### src/rtl/pipelined_ripple_adder_if.sv
// Valid/ready operand and result stream for pipelined_ripple_adder.
// The ovf signal exists only when SIGNED_OVF_EN is defined.
interface pipelined_ripple_adder_if #(
  parameter int WIDTH = 32
) ();
  // Operand side
  logic             in_valid;
  logic             in_ready;
  logic [WIDTH-1:0] a;
  logic [WIDTH-1:0] b;
  logic             cin;
  // Result side
  logic             out_valid;
  logic             out_ready;
  logic [WIDTH-1:0] sum;
  logic             cout;
`ifdef SIGNED_OVF_EN
  logic             ovf;

  // Producer/consumer environment around the adder
  modport master (
    output in_valid, a, b, cin, out_ready,
    input  in_ready, out_valid, sum, cout, ovf
  );

  // The adder itself
  modport slave (
    input  in_valid, a, b, cin, out_ready,
    output in_ready, out_valid, sum, cout, ovf
  );
`else
  // Producer/consumer environment around the adder
  modport master (
    output in_valid, a, b, cin, out_ready,
    input  in_ready, out_valid, sum, cout
  );

  // The adder itself
  modport slave (
    input  in_valid, a, b, cin, out_ready,
    output in_ready, out_valid, sum, cout
  );
`endif
endinterface

### src/rtl/pipelined_ripple_adder.sv
// pipelined_ripple_adder: WIDTH-bit a + b + cin, carry chain cut into
// SEG-bit ripple segments with one register stage per segment.
// One addition accepted per clock; valid/ready backpressure freezes the
// whole pipe. Optional signed-overflow output under macro SIGNED_OVF_EN.
module pipelined_ripple_adder #(
  parameter int WIDTH = 32,
  parameter int SEG   = 8
) (
  input  logic                   clk,
  input  logic                   rst_n,
  pipelined_ripple_adder_if.slave bus
);

  localparam int STAGES = WIDTH / SEG;

  // A partial last segment would silently drop upper operand bits.
  if (SEG < 1 || (WIDTH % SEG) != 0) begin : g_cfg_error
    $error("pipelined_ripple_adder: WIDTH must be a non-zero multiple of SEG");
  end

  // One SEG-bit ripple segment built from full-adder cells.
  // Returns {carry_out, sum_segment}.
  function automatic logic [SEG:0] f_seg_add(
    input logic [SEG-1:0] x,
    input logic [SEG-1:0] y,
    input logic           ci
  );
    logic [SEG-1:0] s;
    logic           c;
    s = '0;
    c = ci;
    for (int i = 0; i < SEG; i++) begin
      s[i] = x[i] ^ y[i] ^ c;
      c    = (x[i] & y[i]) | (x[i] & c) | (y[i] & c);
    end
    return {c, s};
  endfunction

  logic w_adv;
  logic w_out_valid;

  // Whole pipe moves together; only a stalled valid result blocks it.
  assign w_adv       = !w_out_valid || bus.out_ready;
  assign bus.in_ready = w_adv;

  for (genvar k = 0; k < STAGES; k++) begin : g_stage
    // Bit position of the segment this stage adds.
    localparam int LO = k * SEG;

    // Operand bits not yet added, LSB-aligned on this stage's segment.
    logic [WIDTH-LO-1:0] w_a_rem;
    logic [WIDTH-LO-1:0] w_b_rem;
    logic                w_ci;
    logic                w_vin;
    logic [SEG-1:0]      w_x;
    logic [SEG-1:0]      w_y;
    logic [SEG:0]        w_add;
    logic [LO+SEG-1:0]   w_res_next;

    // Stage register: valid, completed result bits, segment carry-out.
    logic                r_vld;
    logic [LO+SEG-1:0]   r_res;
    logic                r_cy;

    if (k == 0) begin : g_head
      assign w_a_rem    = bus.a;
      assign w_b_rem    = bus.b;
      assign w_ci       = bus.cin;
      assign w_vin      = bus.in_valid;
      assign w_res_next = w_add[SEG-1:0];
    end else begin : g_body
      assign w_a_rem    = g_stage[k-1].g_skew.r_a;
      assign w_b_rem    = g_stage[k-1].g_skew.r_b;
      assign w_ci       = g_stage[k-1].r_cy;
      assign w_vin      = g_stage[k-1].r_vld;
      assign w_res_next = {w_add[SEG-1:0], g_stage[k-1].r_res};
    end

    assign w_x   = w_a_rem[SEG-1:0];
    assign w_y   = w_b_rem[SEG-1:0];
    assign w_add = f_seg_add(w_x, w_y, w_ci);

    // Valid bit: cleared by reset so in-flight work is discarded.
    always_ff @(posedge clk) begin
      if (!rst_n) begin
        r_vld <= 1'b0;
      end else if (w_adv) begin
        r_vld <= w_vin;
      end
    end

    if (k == STAGES - 1) begin : g_tail
      // Output stage data: reset to zero because it drives sum/cout.
      always_ff @(posedge clk) begin
        if (!rst_n) begin
          r_res <= '0;
          r_cy  <= 1'b0;
        end else if (w_adv) begin
          r_res <= w_res_next;
          r_cy  <= w_add[SEG];
        end
      end
    end else begin : g_skew
      // Upper operand segments still waiting for their stage.
      logic [WIDTH-LO-SEG-1:0] r_a;
      logic [WIDTH-LO-SEG-1:0] r_b;

      // Intermediate data: qualified by the valid bit, so no reset needed.
      always_ff @(posedge clk) begin
        if (w_adv) begin
          r_res <= w_res_next;
          r_cy  <= w_add[SEG];
          r_a   <= w_a_rem[WIDTH-LO-1:SEG];
          r_b   <= w_b_rem[WIDTH-LO-1:SEG];
        end
      end
    end
  end

  assign w_out_valid   = g_stage[STAGES-1].r_vld;
  assign bus.out_valid = w_out_valid;
  assign bus.sum       = g_stage[STAGES-1].r_res;
  assign bus.cout      = g_stage[STAGES-1].r_cy;

`ifdef SIGNED_OVF_EN
  logic w_ovf_next;
  logic r_ovf;

  // Carry into the MSB is recovered from the MSB sum bit and its operands.
  assign w_ovf_next = (g_stage[STAGES-1].w_x[SEG-1] ^
                       g_stage[STAGES-1].w_y[SEG-1] ^
                       g_stage[STAGES-1].w_add[SEG-1]) ^
                      g_stage[STAGES-1].w_add[SEG];

  // Overflow flag registered alongside the final stage result.
  always_ff @(posedge clk) begin
    if (!rst_n) begin
      r_ovf <= 1'b0;
    end else if (w_adv) begin
      r_ovf <= w_ovf_next;
    end
  end

  assign bus.ovf = r_ovf;
`endif

endmodule

### src/flat_wrapper.sv
// flat-port wrapper written by rule: the top's interface ports become plain ports
module pipelined_ripple_adder_flat 
#(
  parameter int WIDTH = 32,
  parameter int SEG   = 8
)
  (clk, rst_n, bus_in_valid, bus_a, bus_b, bus_cin, bus_out_ready, bus_in_ready, bus_out_valid, bus_sum, bus_cout);
  pipelined_ripple_adder_if #(.WIDTH(WIDTH)) bus_i ();
  input  logic clk;
  input  logic rst_n;
  input wire logic [$bits(bus_i.in_valid)-1:0] bus_in_valid;
  input wire logic [$bits(bus_i.a)-1:0] bus_a;
  input wire logic [$bits(bus_i.b)-1:0] bus_b;
  input wire logic [$bits(bus_i.cin)-1:0] bus_cin;
  input wire logic [$bits(bus_i.out_ready)-1:0] bus_out_ready;
  output wire logic [$bits(bus_i.in_ready)-1:0] bus_in_ready;
  output wire logic [$bits(bus_i.out_valid)-1:0] bus_out_valid;
  output wire logic [$bits(bus_i.sum)-1:0] bus_sum;
  output wire logic [$bits(bus_i.cout)-1:0] bus_cout;
  assign bus_i.in_valid = bus_in_valid;
  assign bus_i.a = bus_a;
  assign bus_i.b = bus_b;
  assign bus_i.cin = bus_cin;
  assign bus_i.out_ready = bus_out_ready;
  assign bus_in_ready = bus_i.in_ready;
  assign bus_out_valid = bus_i.out_valid;
  assign bus_sum = bus_i.sum;
  assign bus_cout = bus_i.cout;
  pipelined_ripple_adder #(.WIDTH(WIDTH), .SEG(SEG)) u_core (.clk(clk), .rst_n(rst_n), .bus(bus_i));
endmodule
### config.mk
export PLATFORM = sky130hd
export DESIGN_NAME = pipelined_ripple_adder_flat
export DESIGN_NICKNAME = d
export VERILOG_FILES = /design/src/rtl/pipelined_ripple_adder_if.sv /design/src/rtl/pipelined_ripple_adder.sv /design/src/flat_wrapper.sv
export SDC_FILE = /design/constraint.sdc
export NUM_CORES = 1
export LEC_CHECK = 0
export ABC_CLOCK_PERIOD_IN_PS = 4500
export BUFFER_PORTS_ARGS = -buffer_cell sky130_fd_sc_hd__buf_2
export CAP_MARGIN = 0
export CELL_PAD_IN_SITES_DETAIL_PLACEMENT = 0
export CELL_PAD_IN_SITES_GLOBAL_PLACEMENT = 2
export CORE_ASPECT_RATIO = 1.25
export CORE_MARGIN = 2
export CORE_UTILIZATION = 41
export DETAILED_ROUTE_END_ITERATION = 10
export PLACE_DENSITY_LB_ADDON = 0.1
export REMOVE_ABC_BUFFERS = 1
export SETUP_SLACK_MARGIN = 0.2
export SLEW_MARGIN = 20
export SYNTH_ARGS = -nofsm -noshare
export SYNTH_HDL_FRONTEND = slang
export SYNTH_SLANG_ARGS = --single-unit
### constraint.sdc
create_clock -name clk -period 4.5 [get_ports clk]
set_input_delay 0.225 -clock clk [delete_from_list [all_inputs] [get_ports clk]]
set_output_delay 0.225 -clock clk [all_outputs]
set_load 0.05 [all_outputs]
---- Word-level counts from Yosys, hierarchy flattened ----
Index checks and enable logic that the tools add are counted.
cells by class
  bitwise operators ....................... 224
  reduce and logical (&&, ||, !) cells .... 2
operator list
  kind                count
  $and A1 B1 Y1       96
  $or A1 B1 Y1        64
  $xor A1 B1 Y1       64
  $logic_not A1 Y1    1
  $logic_or A1 B1 Y1  1
word-level totals
  register bits after elaboration ......... 184
  bits of input ports ..................... 69
  output and inout port bits .............. 35

---- Longest topological paths before layout ----
Gate-level depths: netlist of run 1.
  depth in word-level cells ............... 24
  gate-level depth with buffers ........... 12
  mapped depth without buffers ............ 12

---- Worst setup path after synthesis of run 1 ----
No wires, ideal clock.
  kind .................................... reg2reg
  start ................................... register u_core.g_stage[2].g_skew.r_b[0]
  end ..................................... register u_core.g_stage[3].r_res[31] (netlist: u_core.bus.sum[31])
  library setup time ...................... 0.095 ns
  arrival ................................. 3.924 ns
  required time ........................... 4.405 ns
  setup slack ............................. 0.480 ns
  stages on the path, launching flop included .. 13
  path buffers ............................ 0
  clock period less this slack ............ 4.020 ns
  cells stage by stage .................... edfxtp_1 -> inv_1 -> fa_1 -> inv_1 -> fa_1 -> fa_1 -> fa_1 -> fa_1 -> fa_1 -> fa_1 -> inv_1 -> fa_1 -> a211oi_2
on the way
  longest elaborated chain between the ends .. 22
  elaborated cells between the ends (all ways) .. 29
  classes of those cells .................. bitwise (29)
ends and longest elaborated chain
  element                   RTL line                       text
  start: declaration        pipelined_ripple_adder.sv:106  logic [WIDTH-LO-SEG-1:0] r_b;
  start signal: assignment  pipelined_ripple_adder.sv:114  r_b <= w_b_rem[WIDTH-LO-1:SEG];
  $and A1 B1 Y1             pipelined_ripple_adder.sv:34   c = (x[i] & y[i]) | (x[i] & c) | (y[i] & c);
  $or A1 B1 Y1              pipelined_ripple_adder.sv:34
  $or A1 B1 Y1 *            pipelined_ripple_adder.sv:34
  $and A1 B1 Y1             pipelined_ripple_adder.sv:34
  $or A1 B1 Y1              pipelined_ripple_adder.sv:34
  $or A1 B1 Y1 *            pipelined_ripple_adder.sv:34
  $and A1 B1 Y1             pipelined_ripple_adder.sv:34
  $or A1 B1 Y1              pipelined_ripple_adder.sv:34
  [6 not listed]            n/a
  $or A1 B1 Y1 *            pipelined_ripple_adder.sv:34
  $and A1 B1 Y1             pipelined_ripple_adder.sv:34
  $or A1 B1 Y1              pipelined_ripple_adder.sv:34
  $or A1 B1 Y1 *            pipelined_ripple_adder.sv:34
  $and A1 B1 Y1             pipelined_ripple_adder.sv:34
  $or A1 B1 Y1              pipelined_ripple_adder.sv:34
  $or A1 B1 Y1 *            pipelined_ripple_adder.sv:34
  $xor A1 B1 Y1 *           pipelined_ripple_adder.sv:33   s[i] = x[i] ^ y[i] ^ c;
  end signal: assignment    pipelined_ripple_adder.sv:99   r_res <= w_res_next;
  end: declaration          pipelined_ripple_adder.sv:62   logic [LO+SEG-1:0] r_res;
Every way passes the cells marked *; elsewhere a longest branch is shown, timed or not.
A chain may end at the register's enable or synchronous reset.

---- Worst setup path after layout of run 1 ----
Ends and elaborated chain as after synthesis.

==> results of run 1 <==
==> layer usage <==
layer / global-route usage (%) / part of all wire, % / up-vias
met5: 0 / 0 / -
met4: 7.892 / 3.2 / 0
met3: 3.516 / 3.9 / 22
met2: 21.21 / 52 / 74
met1: 13.35 / 41 / 1582
li1: - / - / 1601
==> area by class of cell <==
type,instances,area share (%)
flip-flops and latches,184,60.76
multi-input cells,137,15.26
well taps,216,3.185
clock inverters,13,1.814
inverters,39,1.784
repair buffers,155,12.09
clock buffers,19,5.102
==> where the power goes <==
group          leakage (nW)  internal, mW  switching (mW)
logic                  1.30         0.150           0.284
registers              1.86          2.06          0.0620
clock network         0.284         0.870           0.602
total                  3.44          3.08           0.949
==> critical path, stage by stage, from the launching register on <==
cell and delay, ns:
edfxtp_1 0.37, inv_1 0.08, fa_1 0.16, inv_1 0.05, fa_1 0.46, fa_1 0.47
fa_1 0.46, fa_1 0.48, fa_2 0.42, fa_1 0.42, inv_1 0.09, fa_1 0.40
a211oi_2 0.17
==> cells by family after synthesis <==
family | share of synthesized area, %
compound gates | 0.6755
mux | 4.953
simple gates | 4.071
flops | 77.30
buf+inv | 3.396
fa+ha+maj | 9.606
==> metrics by stage <==
step / setup slack, ns / instance area [um^2] / total power [mW]
floorplan: 0.2359 / 6589 / 2.433
global placement: 0.3660 / 7415 / 2.563
detailed placement: 0.3197 / 7415 / 2.576
CTS: 0.2868 / 8472 / 4.095
global route: 0.2348 / 8484 / 4.220
finish: 0.4012 / 8484 / 4.031
==> cell usage after synthesis <==
cell | count | area (um^2)
fa_1 | 32 | 640.6
inv_1 | 38 | 142.6
buf_2 | 4 | 20.02
nand2_1 | 64 | 240.2
nor3b_1 | 3 | 22.52
buf_6 | 4 | 45.04
o21a_1 | 1 | 7.510
inv_2 | 1 | 3.750
buf_4 | 1 | 7.510
edfxtp_1 | 147 | 4414
a211oi_2 | 3 | 37.54
nor2b_2 | 1 | 8.760
mux2i_1 | 33 | 330.3
dfxtp_1 | 37 | 740.7
clkbuf_1 | 2 | 7.510
==> timing repair <==
| action | 4_1_cts | 5_1_grt |
|---|---|---|
| hold buffers | 47 | 1 |
| gates resized for setup | 0 | 1 |
| buffers inserted | 0 | 0 |
| setup endpoints to repair | 0 | 1 |
| hold endpoints to repair | 47 | 1 |
==> worst max path at each step <==
| stage | endpoint | depth (start not counted) |
|---|---|---|
| 2_1_floorplan | u_core.g_stage[0].g_skew.r_a[0]$_DFFE_PP_ | 2 |
| 3_3_place_gp | u_core.bus.sum[31]$_SDFFE_PN0P_ | 12 |
| 3_5_place_dp | u_core.bus.sum[31]$_SDFFE_PN0P_ | 12 |
| 4_1_cts | u_core.bus.sum[31]$_SDFFE_PN0P_ | 12 |
| 5_1_grt | u_core.g_stage[1].r_res[15]$_DFFE_PP_ | 12 |
| 6_report | u_core.bus.sum[31]$_SDFFE_PN0P_ | 12 |
==> sequential cells by signal (all words and copies together), names as in the netlist <==
signal	count
u_core.bus.out_valid	1
u_core.g_stage.g_skew.r_b	48
u_core.bus.cout	1
u_core.g_stage.r_res	48
u_core.g_stage.r_cy	3
u_core.bus.sum	32
u_core.g_stage.g_skew.r_a	48
u_core.g_stage.r_vld	3
==> run summary, run 1 <==
status -> finished clean
WHS Path Cells -> 3
footprint of the multi-input gates -> 1295 um^2
r2r setup slk -> 0.40 ns
highest clock rate -> 244.0 MHz
Slew Limit Fails -> 0
worst-case reg-to-reg path depth -> 12
power per cell area -> 475.1 nW/um^2
worst-path fanout max -> 1
Max-slew headroom -> 48.58%
Seq. cell area -> 5155 um^2
Via Count -> 3279
Clock transition at path regs -> 0.06 ns
Via density -> 4.298
register bit total from synthesis -> 184
Starting DRT DRC Count -> 159
Worst Tran Pin Value -> 0.7713 ns
CTS Sinks -> 184
Setup TNS Final -> 0 ns
worst vdd ir -> 255.7 uV
crit path launch -> u_core.g_stage[2].g_skew.r_b[0]$_DFFE_PP_
most frequent cells in the layout -> edfxtp_1, buf_2, nand2_1
antenna cells -> 0
WHS Endpoint -> u_core.g_stage[0].r_vld$_SDFFE_PN0P_
Worst Hold Class -> in -> reg
max_cap viols -> 0
Initial Utilization -> 41.50%
commonest non-fill, non-tap cell in the layout -> edfxtp_1
Synth cell types -> 15
number of global-route vias before repair -> 3427
# IOs -> 104
site row count -> 52
Routed WL -> 9.749 mm
initial antenna violation count -> 0
worst path required time -> 4.84 ns
CTS H-tree lvls -> 4
post-synthesis sequential area ratio -> 77.30%
die width -> 118.1 um
Util after Layout -> 52.80%
Hold WS -> 0.06828 ns
IO Port Bufs -> 103
Critical Path AT -> 4.44 ns
fin nets -> 635
maximum root-to-sink buffer count -> 2
die area -> 17310 um^2
dpl hpwl -> 5.946 mm
Fillers -> 1369
detailed-route DRC error count -> 0
GRT Total Usage -> 12.36%
first-pass GRT wire length -> 16.21 mm
Reg2Reg Launch Point -> u_core.g_stage[2].g_skew.r_b[0]$_DFFE_PP_
reg-to-reg endpoint -> u_core.bus.sum[31]$_SDFFE_PN0P_
ratio of cells with drive above 1 in the final layout -> 25.59%
largest net degree at the start of global routing -> 87
hold path start -> bus_in_valid
TritonRoute pass-1 iters -> 4
CTS tree -> yes
remaining antenna violation count -> 0
Area Overhead vs Synth -> 27.22%
Placer Congestion -> 0.7165
final setup violation count -> 0
synth warn -> 0
DP Cell Count -> 683
clock skew -> 0.01004 ns
min Tclk post-route -> 4.099 ns
kind of critical path -> reg -> reg
CP endpoint kind -> flip-flop
WL/cell -> 12.78 um
final cycle utilization of the critical path -> 91.08%
number of CTS-inserted buffers -> 17
post-route insts no fill -> 763
worst skew pair latency -> 0.42 ns
post-synthesis instance area -> 6669 um^2
CORE AREA -> 16070 um^2
RSZ-0062 raised after global routing -> no
crit start category -> flip-flop
Gate Count Post-Synth -> 371
chip height -> 146.6 um
clock root cell -> clkbuf_16
Avg Inst Size Synth -> 17.98 um^2
Hold Vio Cnt, Final -> 0
gr ovfl total -> 0
static leakage -> 3.440 nW
Note: power is estimated with default switching activity, not from simulation.
==> run 2: changes to the inputs <==
--- a/config.mk
+++ b/config.mk
@@ -5,14 +5,15 @@
 export SDC_FILE = /design/constraint.sdc
 export NUM_CORES = 1
 export LEC_CHECK = 0
+export ABC_AREA = 1
 export ABC_CLOCK_PERIOD_IN_PS = 4500
 export BUFFER_PORTS_ARGS = -buffer_cell sky130_fd_sc_hd__buf_2
 export CAP_MARGIN = 0
 export CELL_PAD_IN_SITES_DETAIL_PLACEMENT = 0
-export CELL_PAD_IN_SITES_GLOBAL_PLACEMENT = 2
+export CELL_PAD_IN_SITES_GLOBAL_PLACEMENT = 1
 export CORE_ASPECT_RATIO = 1.25
 export CORE_MARGIN = 2
-export CORE_UTILIZATION = 41
+export CORE_UTILIZATION = 45
 export DETAILED_ROUTE_END_ITERATION = 10
 export PLACE_DENSITY_LB_ADDON = 0.1
 export REMOVE_ABC_BUFFERS = 1
==> run 2 against run 1 <==
Count of clock-buffer cells in the layout is 3 higher. Sequential cell count unchanged. Via count increased by 10%. Utilization is 4.5 points higher. Highest routed layer unchanged.
==> run summary, run 2 <==
Slew Limit Fails -> 0 (unchanged)
Top Registers -> u_core.g_stage.g_skew.r_a: 48 flops, u_core.g_stage.g_skew.r_b: 48 flops, u_core.g_stage.r_res: 48 flops
chip height -> 141.6 um (-3.4%)
final setup violation count -> 0 (unchanged)
power per cell area -> 484.7 nW/um^2 (+2.0%)
Synth cell types -> 13 (-2)
Synth area leader -> edfxtp_1
Via density -> 4.482 (+4.3%)
r2r setup slk -> 0.36 ns (-0.04 ns)
reg-to-reg endpoint -> u_core.bus.sum[31]$_SDFFE_PN0P_
Critical Path AT -> 4.49 ns (+0.05 ns)
most frequent cells in the layout -> edfxtp_1, buf_2, inv_1
Clock transition at path regs -> 0.06 ns (about the same)
M1 GR Usage -> 16.87% (+3.5 points)
placed instance area -> 7476 um^2 (+0.83%)
register bit total from synthesis -> 184 (unchanged)
Reg2Reg Launch Point -> u_core.g_stage[2].g_skew.r_b[0]$_DFFE_PP_
top cell type's share of synthesized area -> 64.78% (-1.4 points)
top cells by count, synth -> edfxtp_1, inv_1, nor2_1, dfxtp_1, nand2_1
TritonRoute pass-1 iters -> 4 (unchanged)
Worst Hold Class -> in -> reg
dpl hpwl -> 6.182 mm (+4.0%)
# IOs -> 104 (unchanged)
total power -> 4.137 mW (+2.6%)
post-synthesis instance area -> 6814 um^2 (+2.2%)
top-count cell post-synth -> edfxtp_1
detailed-route DRC error count -> 0 (unchanged)
die width -> 114.1 um (-3.4%)
worst vdd ir -> 255.5 uV (-0.10%)
Area Overhead vs Synth -> 25.25%
gr ovfl total -> 0 (unchanged)
number of CTS-inserted buffers -> 17 (unchanged)
Starting DRT DRC Count -> 175 (+10%)
commonest non-fill, non-tap cell in the layout -> edfxtp_1
maximum root-to-sink buffer count -> 2 (unchanged)
Max-slew headroom -> 31.53% (-17 points)
asr flop ratio synth -> 0% (unchanged)
highest clock rate -> 241.6 MHz (-0.96%)
number of global-route vias before repair -> 3613 (+5.4%)
post-route insts no fill -> 807 (+5.8%)
Synth Flop Type -> edfxtp_1
antenna cells -> 0 (unchanged)
most frequent cell on the critical path -> fa_1
crit path launch -> u_core.g_stage[2].g_skew.r_b[0]$_DFFE_PP_
static leakage -> 3.627 nW (+5.4%)
CTS H-tree lvls -> 4 (unchanged)
remaining antenna violation count -> 0 (unchanged)
synth warn -> 0 (unchanged)
max_cap viols -> 0 (unchanged)
Routed WL -> 10.93 mm (+12%)
Worst Tran Pin Value -> 1.027 ns (+0.2557 ns)
die area -> 16150 um^2 (-6.7%)
IO Port Bufs -> 103 (unchanged)
Via Count -> 3617 (+10%)
CTS Sinks -> 184 (unchanged)
Initial Utilization -> 45.76% (+4.3 points)
post-synthesis sequential area ratio -> 75.65% (-1.6 points)
worst skew pair latency -> 0.42 ns (about the same)
worst-case reg-to-reg path depth -> 14 (+2)
Placer Congestion -> 0.7113 (-0.73%)
Gate Count Post-Synth -> 455 (+23%)
RSZ-0062 raised after global routing -> yes
kind of critical path -> reg -> reg
CTS tree -> yes
WHS Endpoint -> u_core.g_stage[0].g_skew.r_b[22]$_DFFE_PP_
ratio of cells with drive above 1 in the final layout -> 22.40% (-3.2 points)
GRT Total Usage -> 14.52% (+2.2 points)
Avg Inst Size Synth -> 14.98 um^2 (-17%)
DP Cell Count -> 728 (+6.6%)
CORE AREA -> 14890 um^2 (-7.3%)
critical path, cell by cell -> inv_1 -> fa_1 -> inv_1 -> fa_1 -> fa_1 -> fa_1 -> fa_1 -> fa_2 -> fa_1 -> inv_1 -> fa_1 -> inv_1 -> nor2_1 -> nor2_1
CP endpoint kind -> flip-flop
number of synthesized flops with an enable pin -> 147 (unchanged)
met2 Use GR -> 24.84% (+3.6 points)
Critical-path top delay cell -> fa_1
crit start category -> flip-flop
WHS Path Cells -> 1 (-2)
site row count -> 50 (-3.8%)
Area contributors post-synth -> edfxtp_1, dfxtp_1, fa_1, inv_1, nor2_1
largest net degree at the start of global routing -> 80 (-8.0%)
final cycle utilization of the critical path -> 91.97% (+0.88 points)
worst path required time -> 4.85 ns (about the same)
clock root cell -> clkbuf_16
WL/cell -> 13.55 um (+6.0%)
CP peak stage delay -> 0.47 ns (about the same)
clock skew -> 0.005699 ns (-0.004336 ns)
Global Route met3 Usage -> 4.528% (+1.0 points)
first-pass GRT wire length -> 17.48 mm (+7.8%)
worst-path fanout max -> 1 (unchanged)
min Tclk post-route -> 4.138 ns (+0.03969 ns)
global routing's busiest layer -> met2
Hold Vio Cnt, Final -> 0 (unchanged)
hold path start -> bus_b[30]
fin nets -> 713 (+12%)
initial antenna violation count -> 0 (unchanged)
status -> finished clean
Layout Cell Area excl Fill -> 8534 um^2 (+0.59%)
-- run 2: changes by cell type after synthesis, moves of 2 or more --
cell      before  now
a211oi_2       3    0
buf_4          1    4
buf_6          4    6
clkbuf_1       2    0
inv_1         38   76
mux2i_1       33    0
nand2_1       64   37
nand3_1        0   36
nor2_1         0   72
nor3b_1        3    0
-- run 2: critical path, delay by kind of cell, from the launching register on --
kind                       cells  cell delay [ns]
adders and majority gates      8             3.24
and+or+nand+nor                2             0.18
DFF                            1             0.36
buffers and inverters          4             0.30
-- run 2: final cells by class --
class / count / area, um^2
inverters: 78 / 292.8
multi-input cells: 179 / 1261
fillers: 1225 / 6355
clock inverters: 10 / 118.9
flip-flops and latches: 184 / 5156
repair buffers: 152 / 1013
well taps: 182 / 227.7
clock buffers: 22 / 464.2
-- run 2: worst max-delay path by stage --
stage / end / cells past startpoint
5_1_grt: u_core.bus.sum[31]$_SDFFE_PN0P_ / 14
6_report: u_core.bus.sum[31]$_SDFFE_PN0P_ / 14
4_1_cts: u_core.bus.sum[31]$_SDFFE_PN0P_ / 14
3_5_place_dp: u_core.bus.sum[31]$_SDFFE_PN0P_ / 14
3_3_place_gp: u_core.bus.sum[31]$_SDFFE_PN0P_ / 14
2_1_floorplan: u_core.g_stage[0].g_skew.r_a[0]$_DFFE_PP_ / 1
-- run 2: metrics by stage --
stage	setup slack, ns	utilization, %	hold slack, ns	TNS [ns]
finish	0.3615	57.32	0.02620	0
CTS	0.2464	57.29	0.003600	0
global placement	0.3498	50.21	0.4008	0
detailed placement	0.2718	50.21	0.4031	0
floorplan	-1.262	-	0.3239	-186.57
global route	0.1609	57.32	0.001638	0
-- run 2: logic make-up (layout without fill, tap and decap cells) --
family                     after synthesis  after routing  share of synthesized area [%]
and+or+nand+nor                        146            146                          8.814
adders and majority gates               32             32                          9.401
buffers and inverters                   92            262                          6.023
DFF                                    184            184                          75.65
AOI/OAI and AO/OA                        1              1                         0.1102
-- run 2: power breakdown --
part	total [mW]	switching [mW]	internal [mW]
sequential	2.17	0.0768	2.09
combinational	0.526	0.349	0.177
clock	1.44	0.593	0.850
-- run 2: layer usage --
metal / share of wire (%) / vias to the layer above / wire length [um]
met4: 1.3 / 0 / 144
met3: 4.5 / 14 / 490
met1: 41 / 1728 / 4501
met2: 53 / 85 / 5796
li1: - / 1790 / -
met5: 0 / - / 0
-- run 2: timing repair --
| action | 4_1_cts | 5_1_grt |
|---|---|---|
| setup buffers | 0 | 0 |
| setup endpoints to repair | 0 | 2 |
| resized for setup | 0 | 2 |
| hold endpoints to repair | 47 | 0 |
| hold buffers | 47 | 0 |
